<file path="src/rtl/column_alu_pkg.sv">
// Shared constants, opcode encoding and decode helpers for the column ALU.
package column_alu_pkg;

   localparam int DEF_NUM_SIZE      = 32;
   localparam int DEF_CMD_SIZE_LOG2 = 2;

   typedef enum logic [3:0] {
      OP_ADD  = 4'd0,
      OP_SUB  = 4'd1,
      OP_EQ   = 4'd2,
      OP_LT   = 4'd3,
      OP_GT   = 4'd4,
      OP_MIN  = 4'd5,
      OP_MAX  = 4'd6,
      OP_SUM  = 4'd8,
      OP_CNT  = 4'd9,
      OP_AMIN = 4'd10,
      OP_AMAX = 4'd11
   } alu_cmd_t;

   typedef enum logic {
      ST_IDLE,
      ST_ACCUM
   } agg_state_t;

   function automatic logic is_elem_op(input logic [3:0] c);
      return c <= 4'd6;
   endfunction

   function automatic logic is_agg_op(input logic [3:0] c);
      return (c >= 4'd8) && (c <= 4'd11);
   endfunction

endpackage

</file>
<file path="src/rtl/column_alu_agg.sv">
// Group aggregator: IDLE/ACCUM FSM, latched group opcode, accumulator,
// sticky group overflow / count saturation. Produces the group value
// combinationally for the current beat so the top can register it on the
// last beat without an extra cycle.
module column_alu_agg
   import column_alu_pkg::*;
#(
   parameter int NUM_SIZE = DEF_NUM_SIZE
) (
   input  logic                clk,
   input  logic                reset,
   input  logic                beat_en,
   input  logic [NUM_SIZE-1:0] in1,
   input  logic                in_last,
   input  logic [3:0]          cmd,
   output logic                busy,
   output logic [NUM_SIZE-1:0] res_data,
   output logic                res_flag
);

   localparam logic [NUM_SIZE-1:0] ONE     = NUM_SIZE'(1);
   localparam logic [NUM_SIZE-1:0] CNT_MAX = {1'b0, {(NUM_SIZE-1){1'b1}}};
   localparam int                  M       = NUM_SIZE - 1;

   agg_state_t          state_q, state_d;
   logic [3:0]          grp_cmd_q, grp_cmd_d;
   logic [NUM_SIZE-1:0] acc_q, acc_d;
   logic                ovf_q, ovf_d;

   logic [3:0]          eff_cmd;
   logic [NUM_SIZE-1:0] sum, acc_new;
   logic                ovf_new;

   assign busy = (state_q == ST_ACCUM);

   // Group update for the current beat plus next-state selection.
   always_comb begin
      state_d   = state_q;
      grp_cmd_d = grp_cmd_q;
      acc_d     = acc_q;
      ovf_d     = ovf_q;
      // Inside a group the opcode on the bus is ignored.
      eff_cmd   = (state_q == ST_ACCUM) ? grp_cmd_q : cmd;
      sum       = acc_q + in1;
      acc_new   = acc_q;
      ovf_new   = ovf_q;
      if (state_q == ST_IDLE) begin
         acc_new = (eff_cmd == OP_CNT) ? ONE : in1;
         ovf_new = 1'b0;
      end else begin
         case (eff_cmd)
            OP_SUM: begin
               acc_new = sum;
               ovf_new = ovf_q | ((acc_q[M] == in1[M]) && (sum[M] != acc_q[M]));
            end
            OP_CNT: begin
               if (acc_q == CNT_MAX) ovf_new = 1'b1;
               else                  acc_new = acc_q + ONE;
            end
            OP_AMIN: if ($signed(in1) < $signed(acc_q)) acc_new = in1;
            OP_AMAX: if ($signed(in1) > $signed(acc_q)) acc_new = in1;
            default: ;
         endcase
      end
      res_data = acc_new;
      res_flag = ((eff_cmd == OP_SUM) || (eff_cmd == OP_CNT)) ? ovf_new : 1'b0;
      if (beat_en) begin
         if (in_last) begin
            state_d = ST_IDLE;
            acc_d   = '0;
            ovf_d   = 1'b0;
         end else begin
            state_d = ST_ACCUM;
            acc_d   = acc_new;
            ovf_d   = ovf_new;
            if (state_q == ST_IDLE) grp_cmd_d = cmd;
         end
      end
   end

   // Group state registers; reset drops any open group.
   always_ff @(posedge clk) begin
      if (reset) begin
         state_q   <= ST_IDLE;
         grp_cmd_q <= OP_SUM;
         acc_q     <= '0;
         ovf_q     <= 1'b0;
      end else begin
         state_q   <= state_d;
         grp_cmd_q <= grp_cmd_d;
         acc_q     <= acc_d;
         ovf_q     <= ovf_d;
      end
   end

endmodule

</file>
<file path="src/rtl/column_alu.sv">
// Streaming column ALU: element-wise arithmetic/compare, group aggregates,
// single output register with valid/ready handshake, sticky illegal-op flag.
module column_alu
   import column_alu_pkg::*;
#(
   parameter int NUM_SIZE      = DEF_NUM_SIZE,
   parameter int CMD_SIZE_LOG2 = DEF_CMD_SIZE_LOG2
) (
   input  logic                        clk,
   input  logic                        reset,
   input  logic                        in_valid,
   output logic                        in_ready,
   input  logic [NUM_SIZE-1:0]         in1,
   input  logic [NUM_SIZE-1:0]         in2,
   input  logic                        in_last,
   input  logic [2**CMD_SIZE_LOG2-1:0] cmd,
   output logic                        out_valid,
   input  logic                        out_ready,
   output logic [NUM_SIZE-1:0]         out_data,
   output logic                        out_flag,
   output logic                        out_last,
   output logic                        err_opcode
);

   localparam int M = NUM_SIZE - 1;

   logic [3:0]          op;
   logic                hi_zero, op_elem, op_agg;
   logic                fire, agg_busy, agg_beat, elem_beat, bad_beat, produce;
   logic [NUM_SIZE-1:0] agg_data, elem_data, sum, diff;
   logic                agg_flag, elem_flag, a_lt_b, a_eq_b;

   logic                out_valid_q, out_valid_d;
   logic [NUM_SIZE-1:0] out_data_q, out_data_d;
   logic                out_flag_q, out_flag_d;
   logic                out_last_q, out_last_d;
   logic                err_q, err_d;

   // Any set bit above the 4-bit opcode space makes the code illegal.
   assign op        = cmd[3:0];
   assign hi_zero   = (cmd >> 4) == '0;
   assign op_elem   = hi_zero && is_elem_op(op);
   assign op_agg    = hi_zero && is_agg_op(op);

   assign in_ready  = !reset && (!out_valid_q || out_ready);
   assign fire      = in_valid && in_ready;
   assign agg_beat  = fire && (agg_busy || op_agg);
   assign elem_beat = fire && !agg_busy && op_elem;
   assign bad_beat  = fire && !agg_busy && !op_elem && !op_agg;
   assign produce   = elem_beat || (agg_beat && in_last);

   column_alu_agg #(.NUM_SIZE(NUM_SIZE)) u_agg (
      .clk      (clk),
      .reset    (reset),
      .beat_en  (agg_beat),
      .in1      (in1),
      .in_last  (in_last),
      .cmd      (op),
      .busy     (agg_busy),
      .res_data (agg_data),
      .res_flag (agg_flag)
   );

   // Element-wise datapath for the opcode on the bus.
   always_comb begin
      sum       = in1 + in2;
      diff      = in1 - in2;
      a_lt_b    = $signed(in1) < $signed(in2);
      a_eq_b    = (in1 == in2);
      elem_data = '0;
      elem_flag = 1'b0;
      case (op)
         OP_ADD: begin
            elem_data = sum;
            elem_flag = (in1[M] == in2[M]) && (sum[M] != in1[M]);
         end
         OP_SUB: begin
            elem_data = diff;
            elem_flag = (in1[M] != in2[M]) && (diff[M] != in1[M]);
         end
         OP_EQ:  elem_flag = a_eq_b;
         OP_LT:  elem_flag = a_lt_b;
         OP_GT:  elem_flag = !a_lt_b && !a_eq_b;
         // flag marks in2 selected; ties keep in1
         OP_MIN: begin
            elem_flag = !a_lt_b && !a_eq_b;
            elem_data = elem_flag ? in2 : in1;
         end
         OP_MAX: begin
            elem_flag = a_lt_b;
            elem_data = elem_flag ? in2 : in1;
         end
         default: ;
      endcase
      if ((op == OP_EQ) || (op == OP_LT) || (op == OP_GT))
         elem_data = {{(NUM_SIZE-1){1'b0}}, elem_flag};
   end

   // Output register: drop on accept, reload when a beat produces a result.
   always_comb begin
      out_valid_d = out_valid_q;
      out_data_d  = out_data_q;
      out_flag_d  = out_flag_q;
      out_last_d  = out_last_q;
      err_d       = err_q | bad_beat;
      if (out_valid_q && out_ready) begin
         out_valid_d = 1'b0;
         out_data_d  = '0;
         out_flag_d  = 1'b0;
         out_last_d  = 1'b0;
      end
      if (produce) begin
         out_valid_d = 1'b1;
         out_data_d  = agg_beat ? agg_data : elem_data;
         out_flag_d  = agg_beat ? agg_flag : elem_flag;
         out_last_d  = agg_beat ? 1'b1 : in_last;
      end
   end

   // Output and error registers.
   always_ff @(posedge clk) begin
      if (reset) begin
         out_valid_q <= 1'b0;
         out_data_q  <= '0;
         out_flag_q  <= 1'b0;
         out_last_q  <= 1'b0;
         err_q       <= 1'b0;
      end else begin
         out_valid_q <= out_valid_d;
         out_data_q  <= out_data_d;
         out_flag_q  <= out_flag_d;
         out_last_q  <= out_last_d;
         err_q       <= err_d;
      end
   end

   assign out_valid  = out_valid_q;
   assign out_data   = out_data_q;
   assign out_flag   = out_flag_q;
   assign out_last   = out_last_q;
   assign err_opcode = err_q;

endmodule

</file>
<file path="config.mk">
export PLATFORM = sky130hd
export DESIGN_NAME = column_alu
export DESIGN_NICKNAME = d
export VERILOG_FILES = /design/src/rtl/column_alu_pkg.sv /design/src/rtl/column_alu_agg.sv /design/src/rtl/column_alu.sv
export SDC_FILE = /design/constraint.sdc
export NUM_CORES = 1
export LEC_CHECK = 0
export CAP_MARGIN = 20
export CORE_UTILIZATION = 40
export CTS_BUF_LIST = sky130_fd_sc_hd__clkbuf_2
export CTS_CLUSTER_SIZE = 25
export DETAILED_ROUTE_END_ITERATION = 8
export DONT_BUFFER_PORTS = 1
export HOLD_SLACK_MARGIN = 0.1
export PLACE_DENSITY = 0.51
export SYNTH_ARGS = -nofsm -noshare
export SYNTH_HDL_FRONTEND = slang
export SYNTH_SLANG_ARGS = --single-unit
</file>
<file path="constraint.sdc">
create_clock -name clk -period 3.9 [get_ports clk]
set_input_delay 0.39 -clock clk [delete_from_list [all_inputs] [get_ports clk]]
set_output_delay 0.39 -clock clk [all_outputs]
set_load 0.02 [all_outputs]
</file>
==> run_results.csv <==
group,metric,value,unit
outcome,status,"finished clean",
worst_hold_path,hp-class,"in -> reg",
timing,tightest_slew,1.015,ns
clock_tree,numCtsBuffers,9,
setup_path,critical_path_class,"reg -> reg",
synthesis,synthTopCellsByCount,"182 x a21oi_1, 174 x o21ai_0, 170 x nand2_1",
setup_path,crit_arrival,4.41,ns
timing,max_freq,0.2622,GHz
synthesis,yosysUniqueCellTypes,87,
setup_path,reg2reg_depth,14,
finish,drive_above_1_share,11.38,%
synthesis,synthFlopType,"dfxtp_1",
finish,post-route-util,47.18,%
placement,io_buffers,0,
power_and_ir_drop,power,0.002998,W
floorplan,die_w,181.2,um
setup_path,crit_path_end_kind,"register",
synthesis,yosys.cell_count.top_type,"a21oi_1",
synthesis,async_flop_share,0,%
setup_path,cp_common_cell,"buf_4",
synthesis,synth_nets,2083,
power_and_ir_drop,ir_worst_vdd,118.3,uV
global_routing,antenna_found_initial,1,
detailed_routing,first_pass_iters,6,
setup_path,cp-startpoint,"u_agg.acc_q[25]",
timing,finalCritPeriodShare,97.81,%
synthesis,syn_inst,1879,
floorplan,rows,65,
timing,fin_skew,0.04105,ns
finish,fin_nets,2194,
synthesis,synth_top_cell_area_share,12.47,%
setup_path,slowest_stage,"o31ai_4",
clock_tree,cts_root_buf,"clkbuf_2",
timing,setup_ws,0.08546,ns
floorplan,die_y,181.2,um
placement,place_hpwl,45.31,mm
detailed_routing,routed_via_density,6.506,
synthesis,ys_warn_count,0,
clock_tree,path_clk_slew,0.27,ns
power_and_ir_drop,leakagePower,5.881,nW
finish,multi_input_area,0.01049,mm^2
floorplan,core_area,0.03156,mm^2
detailed_routing,dr_total_vias,15600,
clock_tree,clk_path_buf_depth,2,
setup_path,regToRegEndpoint,"out_data[30]",
setup_path,startpoint_type,"register",
detailed_routing,drt-wirelength-per-cell,24.93,um
floorplan,die-area,0.03282,mm^2
timing,period_needed,3.815,ns
detailed_routing,final_antenna_net_count,0,
floorplan,initial_core_util,40.69,%
synthesis,synth_area_leader_cell,"ha_1",
synthesis,ys_seq_area_share,11.54,%
global_routing,grt_use_total,35.40,%
detailed_routing,drtIter0Drc,1468,
synthesis,synth_area_per_cell,6.833,um^2
synthesis,ys_ff_latch,74,
setup_path,critical_path.endpoint,"out_data[30]",
global_routing,grt_max_degree,65,
placement,place_ws,0.004963,ns
timing,finalHoldViolations,0,
placement,gp_congestion,0.9349,
finish,area.growth.synth_to_final,15.95,%
power_and_ir_drop,power_density,201.4,mW/mm^2
setup_path,worstPathCellList,"inv_1 > ha_1 > a21oi_1 > o21ai_0 > a22oi_1 > and3_1 > buf_4 > o31ai_4 > buf_4 > mux2i_1 > nor2_1 > nor4b_1 > o22ai_1 > a31o_2",
setup_path,rr_startpoint,"u_agg.acc_q[25]",
clock_tree,htreeDepth,3,
synthesis,syn-cell-area,0.01284,mm^2
global_routing,grt_pass1_vias,14550,
setup_path,worstPathRequired,4.50,ns
global_routing,grt_pass1_wl,89.31,mm
global_routing,grt_overflow,0,
synthesis,synth_edf_count,0,
timing,setup_viol,0,
detailed_routing,finalWirelength,59.79,mm
finish,seqCellArea,0.001481,mm^2
detailed_routing,drc,0,
flow_run,drv_cap,0,
floorplan,ioPinCount,110,
setup_path,max_stage_delay,0.43,ns
setup_path,r2r_slack,0.09,ns
clock_tree,clk_latency,0.68,ns
timing,relSlewSlack,31.97,%
clock_tree,clock-sinks,74,
synthesis,synthTopCellsByArea,"ha_1 12%, dfxtp_1 12%, a21oi_1 7.1%",
timing,finalMaxSlewViolations,0,
finish,fillers,3298,
clock_tree,cts_tree,"done",
setup_path,crit_fanout,9,
==> state kept, by name, summed over array words and instances (netlist names) <==
| register | cells |
|---|---|
| err_opcode | 1 |
| u_agg.grp_cmd_q | 4 |
| out_flag | 1 |
| u_agg.ovf_q | 1 |
| out_valid | 1 |
| u_agg.acc_q | 32 |
| u_agg.busy | 1 |
| out_last | 1 |
| out_data | 32 |
==> through the flow <==
stage | hold slack, ns | TNS, ns | area [um^2] | cells
finish | 0.1200 | 0 | 14890 | 2398
global route | 0.1218 | -0.002054 | 14890 | 2398
CTS | 0.1016 | 0 | 14780 | 2390
detailed placement | 0.4298 | 0 | 14180 | 2323
global placement | 0.4264 | 0 | 14180 | 2323
floorplan | 0.4069 | 0 | 12840 | 1879
==> layout by cell type, fill, tap and decap left out, types with 24 or more instances in the layout <==
master / instances
a21oi_1: 179
o21ai_0: 172
nand2_1: 170
buf_4: 168
nor2_1: 159
ha_1: 128
inv_1: 122
xnor2_1: 74
dfxtp_1: 74
nand3_1: 62
mux2i_1: 57
dlygate4sd3_1: 55
nor3_1: 45
a211oi_1: 31
o31ai_1: 30
nand4_1: 27
a221oi_1: 26
a31oi_1: 24
==> worst max-delay path, delay by kind of cell (launching register included) <==
kind	cells	cell delay, ns
flip-flops	1	0.42
adder cells (fa/ha/maj)	1	0.37
multiplexers	1	0.20
AND/OR/NAND/NOR	3	0.68
buffers and inverters	3	0.55
AO/OA/AOI/OAI	6	1.50
==> worst min path at each step <==
stage,cells past startpoint,slack (ns),from,end
2_1_floorplan,1,0.41,u_agg.grp_cmd_q[3],u_agg.grp_cmd_q[3]
3_3_place_gp,1,0.43,u_agg.grp_cmd_q[3],u_agg.grp_cmd_q[3]
3_5_place_dp,1,0.43,u_agg.grp_cmd_q[3],u_agg.grp_cmd_q[3]
4_1_cts,4,0.10,in1[17],out_data[17]
5_1_grt,4,0.12,in1[17],out_data[17]
6_report,5,0.12,in1[25],u_agg.acc_q[25]
==> logic make-up after synthesis <==
family          count (synthesis)  synth area share (%)
fa+ha+maj                     131                 12.94
flops                          74                 11.54
xor+xnor                       81                 5.526
compound gates                687                 35.14
mux                            65                 5.146
simple gates                  592                 22.03
buf+inv                       249                 7.679
==> cell type report <==
class                      count  share of cell area (%)
clock buffer                   9                  0.3026
inverter                     124                   3.127
antenna                        1                 0.01681
sequential                    74                   9.951
tap                          402                   3.379
timing repair buffer         225                   12.44
multi-input combinational   1556                   70.48
clock inverter                 7                  0.3026
==> timing repair <==
| action | 4_1_cts | 5_1_grt |
|---|---|---|
| resized for setup | 1 | 9 |
| hold buffers | 51 | 4 |
| buffers inserted | 0 | 3 |
| setup endpoints to repair | 2 | 12 |
| hold endpoints to repair | 59 | 2 |
| pin swaps | 0 | 3 |
==> power by group <==
part | internal, W | total, W | switching (W) | leakage, nW
clock network | 0.0000838 | 0.000434 | 0.000350 | 0.0635
registers | 0.000789 | 0.000837 | 0.0000471 | 0.601
logic | 0.000685 | 0.00173 | 0.00104 | 5.22
total | 0.00156 | 0.00300 | 0.00144 | 5.88
==> metal layers <==
layer	routed length, um	vias to the layer above	share of wire, %	global-route usage (%)
met5	0	-	0	0
met4	2507	0	4.2	14.41
met3	5118	125	8.6	6.370
met2	27090	796	45	57.51
met1	25070	7467	42	45.97
li1	-	7213	-	-
Note: power is estimated with default switching activity, not from simulation.
